<file path="src/rtl/sha256_pkg.sv">
// Shared types and sizing helpers for the SHA-256 host loader.
// Sizing follows SHA-256 padding: message bits L, plus the 0x80 marker and a 64-bit
// length field, rounded up to whole 512-bit blocks.
package sha256_pkg;

    typedef enum logic [2:0] {
        IDLE,
        LOAD,
        PAD,
        START,
        WAIT,
        RDREQ,
        RDWAIT,
        EMIT
    } state_t;

    localparam logic [31:0] PAD_MARKER = 32'h8000_0000;

    // Message length in bits for a message of n 32-bit words.
    function automatic int unsigned msg_bits(input int unsigned n);
        return 32 * n;
    endfunction

    // Number of 32-bit words after padding: 16 words per 512-bit block.
    function automatic int unsigned padded_words(input int unsigned n);
        return 16 * ((msg_bits(n) + 65 + 511) / 512);
    endfunction

endpackage

</file>
<file path="src/rtl/sha256_pad_word.sv">
// Combinational pad-word generator: the marker word right after the message,
// the low half of the bit length in the last word, zeros everywhere else.
// The high half of the length (word P-2) is always zero for supported sizes.
module sha256_pad_word
    import sha256_pkg::*;
#(
    parameter int unsigned NUM_OF_WORDS = 20
) (
    input  logic [15:0] idx_i,
    output logic [31:0] word_o
);

    localparam int unsigned PADDED     = padded_words(NUM_OF_WORDS);
    localparam logic [15:0] MARKER_IDX = 16'(NUM_OF_WORDS);
    localparam logic [15:0] LEN_IDX    = 16'(PADDED - 1);
    localparam logic [31:0] LEN_LO     = 32'(msg_bits(NUM_OF_WORDS));

    // Select the pad word for the requested index.
    always_comb begin
        word_o = '0;
        if (idx_i == MARKER_IDX) begin
            word_o = PAD_MARKER;
        end else if (idx_i == LEN_IDX) begin
            word_o = LEN_LO;
        end
    end

endmodule

</file>
<file path="src/rtl/sha256_host_loader.sv">
// Host-side front end for the memory-mapped SHA-256 hasher: streams the message and
// its padding into shared memory, kicks the hasher, waits for done (with a watchdog)
// and streams h0..h7 back out.
// Memory port outputs are registered, so every write lands one cycle after it is
// decided. The final pad write therefore lands during START; the start pulse and the
// hand-over of the memory port are registered as well so both take effect on the
// following cycle and that last write is never routed away from the memory.
module sha256_host_loader
    import sha256_pkg::*;
#(
    parameter int unsigned NUM_OF_WORDS   = 20,
    parameter logic [15:0] MSG_BASE       = 16'h0000,
    parameter logic [15:0] OUT_BASE       = 16'h0400,
    parameter int unsigned TIMEOUT_CYCLES = 65535
) (
    input  logic        clk,
    input  logic        reset_n,
    input  logic        in_valid,
    output logic        in_ready,
    input  logic [31:0] in_data,
    output logic        out_valid,
    input  logic        out_ready,
    output logic [31:0] out_data,
    output logic        out_last,
    output logic        mem_own,
    output logic        mem_we,
    output logic [15:0] mem_addr,
    output logic [31:0] mem_write_data,
    input  logic [31:0] mem_read_data,
    output logic        eng_start,
    input  logic        eng_done,
    output logic [15:0] eng_message_addr,
    output logic [15:0] eng_output_addr,
    output logic        busy,
    output logic        timeout_err
);

    localparam int unsigned PADDED       = padded_words(NUM_OF_WORDS);
    localparam logic [15:0] NUM_WORDS16  = 16'(NUM_OF_WORDS);
    localparam logic [15:0] LAST_MSG_IDX = 16'(NUM_OF_WORDS - 1);
    localparam logic [15:0] LAST_PAD_IDX = 16'(PADDED - 1);
    localparam logic [31:0] WDOG_LIMIT   = 32'(TIMEOUT_CYCLES - 1);

    state_t      state_q, state_d;
    logic [15:0] count_q, count_d;
    logic [2:0]  idx_q, idx_d;
    logic [31:0] wdog_q, wdog_d;
    logic        mem_we_q, mem_we_d;
    logic [15:0] mem_addr_q, mem_addr_d;
    logic [31:0] mem_wdata_q, mem_wdata_d;
    logic [31:0] out_data_q, out_data_d;
    logic        eng_start_q, eng_start_d;
    logic        mem_own_q, mem_own_d;
    logic        timeout_err_q, timeout_err_d;
    logic [31:0] pad_word;
    logic        in_fire;
    logic        out_fire;

    sha256_pad_word #(
        .NUM_OF_WORDS(NUM_OF_WORDS)
    ) u_pad_word (
        .idx_i (count_q),
        .word_o(pad_word)
    );

    assign in_ready         = (state_q == IDLE) || ((state_q == LOAD) && (count_q < NUM_WORDS16));
    assign in_fire          = in_valid & in_ready;
    assign out_valid        = (state_q == EMIT);
    assign out_fire         = out_valid & out_ready;
    assign out_last         = out_valid & (idx_q == 3'd7);
    assign out_data         = out_data_q;
    assign mem_we           = mem_we_q;
    assign mem_addr         = mem_addr_q;
    assign mem_write_data   = mem_wdata_q;
    assign mem_own          = mem_own_q;
    assign eng_start        = eng_start_q;
    assign eng_message_addr = MSG_BASE;
    assign eng_output_addr  = OUT_BASE;
    assign busy             = (state_q != IDLE);
    assign timeout_err      = timeout_err_q;

    // Next-state and registered-output decisions; the memory port only pulses we.
    always_comb begin
        state_d       = state_q;
        count_d       = count_q;
        idx_d         = idx_q;
        wdog_d        = wdog_q;
        mem_we_d      = 1'b0;
        mem_addr_d    = mem_addr_q;
        mem_wdata_d   = mem_wdata_q;
        out_data_d    = out_data_q;
        eng_start_d   = 1'b0;
        timeout_err_d = timeout_err_q;

        unique case (state_q)
            IDLE: begin
                if (in_fire) begin
                    mem_we_d      = 1'b1;
                    mem_addr_d    = MSG_BASE;
                    mem_wdata_d   = in_data;
                    count_d       = 16'd1;
                    timeout_err_d = 1'b0;
                    state_d       = (NUM_OF_WORDS == 1) ? PAD : LOAD;
                end
            end
            LOAD: begin
                if (in_fire) begin
                    mem_we_d    = 1'b1;
                    mem_addr_d  = MSG_BASE + count_q;
                    mem_wdata_d = in_data;
                    count_d     = count_q + 16'd1;
                    if (count_q == LAST_MSG_IDX) begin
                        state_d = PAD;
                    end
                end
            end
            PAD: begin
                mem_we_d    = 1'b1;
                mem_addr_d  = MSG_BASE + count_q;
                mem_wdata_d = pad_word;
                count_d     = count_q + 16'd1;
                if (count_q == LAST_PAD_IDX) begin
                    state_d = START;
                end
            end
            START: begin
                eng_start_d = 1'b1;
                wdog_d      = '0;
                state_d     = WAIT;
            end
            WAIT: begin
                if (eng_done) begin
                    idx_d      = 3'd0;
                    mem_addr_d = OUT_BASE;
                    state_d    = RDREQ;
                end else if (wdog_q == WDOG_LIMIT) begin
                    timeout_err_d = 1'b1;
                    state_d       = IDLE;
                end else begin
                    wdog_d = wdog_q + 32'd1;
                end
            end
            RDREQ: begin
                state_d = RDWAIT;
            end
            RDWAIT: begin
                out_data_d = mem_read_data;
                state_d    = EMIT;
            end
            EMIT: begin
                if (out_fire) begin
                    if (idx_q == 3'd7) begin
                        state_d = IDLE;
                    end else begin
                        idx_d      = idx_q + 3'd1;
                        mem_addr_d = OUT_BASE + {13'd0, idx_q} + 16'd1;
                        state_d    = RDREQ;
                    end
                end
            end
            default: begin
                state_d = IDLE;
            end
        endcase

        mem_own_d = (state_d != WAIT);
    end

    // State and output registers; reset abandons any message in progress.
    always_ff @(posedge clk or negedge reset_n) begin
        if (!reset_n) begin
            state_q       <= IDLE;
            count_q       <= '0;
            idx_q         <= '0;
            wdog_q        <= '0;
            mem_we_q      <= 1'b0;
            mem_addr_q    <= '0;
            mem_wdata_q   <= '0;
            out_data_q    <= '0;
            eng_start_q   <= 1'b0;
            mem_own_q     <= 1'b1;
            timeout_err_q <= 1'b0;
        end else begin
            state_q       <= state_d;
            count_q       <= count_d;
            idx_q         <= idx_d;
            wdog_q        <= wdog_d;
            mem_we_q      <= mem_we_d;
            mem_addr_q    <= mem_addr_d;
            mem_wdata_q   <= mem_wdata_d;
            out_data_q    <= out_data_d;
            eng_start_q   <= eng_start_d;
            mem_own_q     <= mem_own_d;
            timeout_err_q <= timeout_err_d;
        end
    end

endmodule

</file>
<file path="config.mk">
export PLATFORM = sky130hd
export DESIGN_NAME = sha256_host_loader
export DESIGN_NICKNAME = d
export VERILOG_FILES = /design/src/rtl/sha256_pkg.sv /design/src/rtl/sha256_pad_word.sv /design/src/rtl/sha256_host_loader.sv
export SDC_FILE = /design/constraint.sdc
export NUM_CORES = 1
export LEC_CHECK = 0
export ABC_AREA = 0
export BUFFER_PORTS_ARGS = -buffer_cell sky130_fd_sc_hd__buf_2
export CAP_MARGIN = 0
export CELL_PAD_IN_SITES_DETAIL_PLACEMENT = 1
export CELL_PAD_IN_SITES_GLOBAL_PLACEMENT = 2
export CORE_MARGIN = 5
export CORE_UTILIZATION = 34
export DETAILED_ROUTE_END_ITERATION = 12
export MAX_ROUTING_LAYER = met4
export PLACE_DENSITY_LB_ADDON = 0.12
export SLEW_MARGIN = 0
export SYNTH_ARGS = -nofsm -noshare
export SYNTH_HDL_FRONTEND = slang
export SYNTH_SLANG_ARGS = --single-unit
</file>
<file path="constraint.sdc">
create_clock -name clk -period 3.7 [get_ports clk]
set_clock_uncertainty 0.05 [all_clocks]
set_input_delay 0.925 -clock clk [delete_from_list [all_inputs] [get_ports clk]]
set_output_delay 0.925 -clock clk [all_outputs]
set_load 0.05 [all_outputs]
</file>
==> results.cfg <==
[status]
outcome = complete, no violations

[synthesis]
post_synth.cell_area_avg_um2 = 9.59
synthMuxAreaShare = 0.0779
count_of_unique_library_cells_instantiated_by_yosys = 64
synth_simple_gate_area_frac = 0.221
area_of_the_mapped_netlist_um2 = 6970
post_synth_xor_area_fraction = 0.0163
ys_seq_elements = 138
yosys-top-cells-area = dfrtp_1, nand2_1, mux2_2
async_reset_ff_frac = 1.00
synth_cells = 727
synth_compound_gate_area_share = 0.106
post_synth_edffs = 0
yosysWarningCount = 0
synth_seq_area_share = 0.496
synth_top_family_by_area = simple AND/OR/NAND/NOR gates
post_synth_fa_ha_maj_area_fraction = 0.0108
fraction_of_synthesized_cell_area_taken_by_the_top_area_cell_type = 0.492
synth-main-ff-cell = dfrtp_1
biggest_area_consumer_among_synthesized_cells = dfrtp_1

[clock_network]
cts-buffers-inserted = 17
clk-insertion-delay-late_ns = 0.42
cts_setup_buffers = 0
cts.hold.buffers_added = 0
cts_resized = 0
cts_tree = yes
worst_setup_hold_path_clk_slew_ns = 0.07
tritoncts_num_sinks = 138
clk_root_buf = clkbuf_16
cts_htree_levels = 4
maximum_number_of_buffers_from_clock_root_to_sink = 2

[power_and_ir_drop]
static_leak_nw = 4.14
switchingPower_w = 0.00405
share_clk_of_total_power = 0.202
p_per_area_nw_per_um2 = 957
internal-power_w = 0.00402
power_frac_seq = 0.316
overall_power_of_the_completed_layout_w = 0.00808
power.combinational.fraction = 0.482
maximum_vdd_ir_drop_mv = 0.319
switching_power_share_of_the_total = 0.502

[place]
place.gp.congestion = 0.813
port_buffer_cells = 156
dp_hpwl_mm = 14.3

[timing]
period_share = 0.835
rsz0062_at_grt = no
setup_viol_count_final = 0
tightest_slew_ns = 0.926
worst_slew_margin_rel = 0.383
timing.setup.tns_ns = 0
report.final.hold_viol_count = 0
achievable_clock_frequency_mhz = 324
slew_viol_final = 0
final_period_minus_worst_setup_slack_ns = 3.09

[floorplan]
die_w_um = 153
initial_utilization = 0.344
ios = 189
floorplan.rows = 52
core-area_um2 = 20200
fp.dieArea_um2 = 23500
die_y_um = 153

[setup_path]
worstPathMaxFanout = 4
reg2reg_slack_ns = 0.72
worstSetupEndpointType = primary output
regToRegStartpoint = state_q[0]
worst_ep_arrival_time_ns = 2.11
critical_path.max_stage_delay_ns = 0.45
startpoint = count_q[14]
worst-endpoint-required_ns = 2.72
timing.critical_path.slowest_stage_cell = dfrtp_1
start_kind = flip-flop
critical_path_class = flip-flop to primary output
cp_cell_sequence = nor4_4 > nand4_1 > a211oi_1 > buf_2

[final_layout]
post_route_cells_drive_above_1_share = 0.287
layout_common_cells = buf_2, dfrtp_1, nand2_1
nNetsFinal = 943
areaGrowthSynthToFinish_pct = 21.1
layout_commonest_cell = buf_2

[global_routing]
globalRoute.totalOverflow = 0
grt_total_usage = 0.173
first_global_vias = 5977
grt_max_degree = 86
antenna_found_initial = 2
global_route_wire_length_before_repair_mm = 32.3

[route]
drt-pass1-iter-count = 4
ant_nets = 0
drt-vias-per-instance = 4.99
drt_iter0_markers = 340
post_drt_wl_per_cell_um = 17.2
detail_route.wirelength_mm = 19.8
drc = 0
vias = 5749

[hold_path]
min_from = mem_addr[6]
hold_path_class = flip-flop to flip-flop

[run]
max-cap-violations = 0
[state kept, by name (all words and copies together) (netlist names), 3 cells and up]
register,flops
out_data,32
count_q,16
wdog_q,32
state_q,3
mem_addr,16
idx_q,3
mem_write_data,32
[power by group through the flow]
| stage | Sequential [W] | Combinational [W] | Clock, W |
|---|---|---|---|
| global placement | 0.00255 | 0.00385 | 0 |
| detailed placement | 0.00259 | 0.00394 | 0 |
| global route | 0.00264 | 0.00420 | 0.00177 |
| finish | 0.00255 | 0.00389 | 0.00163 |
| CTS | 0.00256 | 0.00395 | 0.00169 |
| floorplan | 0.00373 | 0.00181 | 0 |
[worst max-delay path, delay by kind of cell (launching register included)]
| kind | cells | cell delay (ns) |
|---|---|---|
| and+or+nand+nor | 2 | 0.61 |
| DFF | 1 | 0.45 |
| buffers and inverters | 1 | 0.32 |
| AOI/OAI and AO/OA | 1 | 0.31 |
[routing by layer]
metal / routed length (µm) / part of all wire / up-vias / GRT usage
li1: - / - / 2748 / -
met1: 8520 / 0.43 / 2855 / 0.211
met2: 10100 / 0.51 / 131 / 0.289
met3: 956 / 0.048 / 15 / 0.0413
met4: 230 / 0.012 / 0 / 0.0496
met5: 0 / 0 / - / -
[cell usage after synthesis, types with 6 or more instances]
cell / n
a21oi_1: 22
and3_1: 6
and4_1: 8
buf_2: 9
buf_4: 32
clkbuf_1: 28
dfrtp_1: 137
ha_1: 6
inv_1: 16
mux2_2: 34
mux2i_1: 16
nand2_1: 136
nand2b_1: 21
nand3_1: 25
nand4_1: 12
nor2_1: 34
nor3_1: 8
nor4_1: 10
o21ai_0: 57
o31ai_1: 10
or4_1: 10
xor2_1: 10
[per-stage QoR]
stage / area (µm²) / hold WS, ns / setup slack, ns / util / instances
2_1_floorplan: 7080 / 0.442 / 0.571 / - / 757
3_3_place_gp: 7870 / 0.406 / 0.695 / 0.389 / 1119
3_5_place_dp: 7870 / 0.416 / 0.610 / 0.389 / 1119
4_1_cts: 8440 / 0.431 / 0.586 / 0.417 / 1151
5_1_grt: 8440 / 0.449 / 0.473 / 0.417 / 1153
6_report: 8440 / 0.420 / 0.612 / 0.417 / 1153
[final timing paths]
path	endpoint	cells after the start
max	in_ready	4
min	mem_addr[6]	2
max reg2reg	wdog_q[24]	6
min reg2reg	mem_addr[6]	2
max in group asynchronous	out_data[19]	2
min in group asynchronous	mem_addr[6]	1
[cell families (layout without fill, tap and decap cells)]
| kind of cell | count (synthesis) | in the layout |
|---|---|---|
| and+or+nand+nor | 304 | 304 |
| DFF | 138 | 138 |
| AOI/OAI and AO/OA | 121 | 121 |
| buffers and inverters | 93 | 217 |
| muxes | 50 | 50 |
| xor gates and xnor gates | 13 | 13 |
| adders and majority gates | 6 | 6 |
| other | 2 | 34 |
[final cells by class]
type	instances	area, µm²
fill	2358	11800
sequential	138	3450
multi-input combinational	526	3130
timing repair buffer	168	890
clock buffer	18	439
tap	270	338
clock inverter	14	128
inverter	17	63.8
antenna	2	5.00
Note: power is estimated with default switching activity, not from simulation.
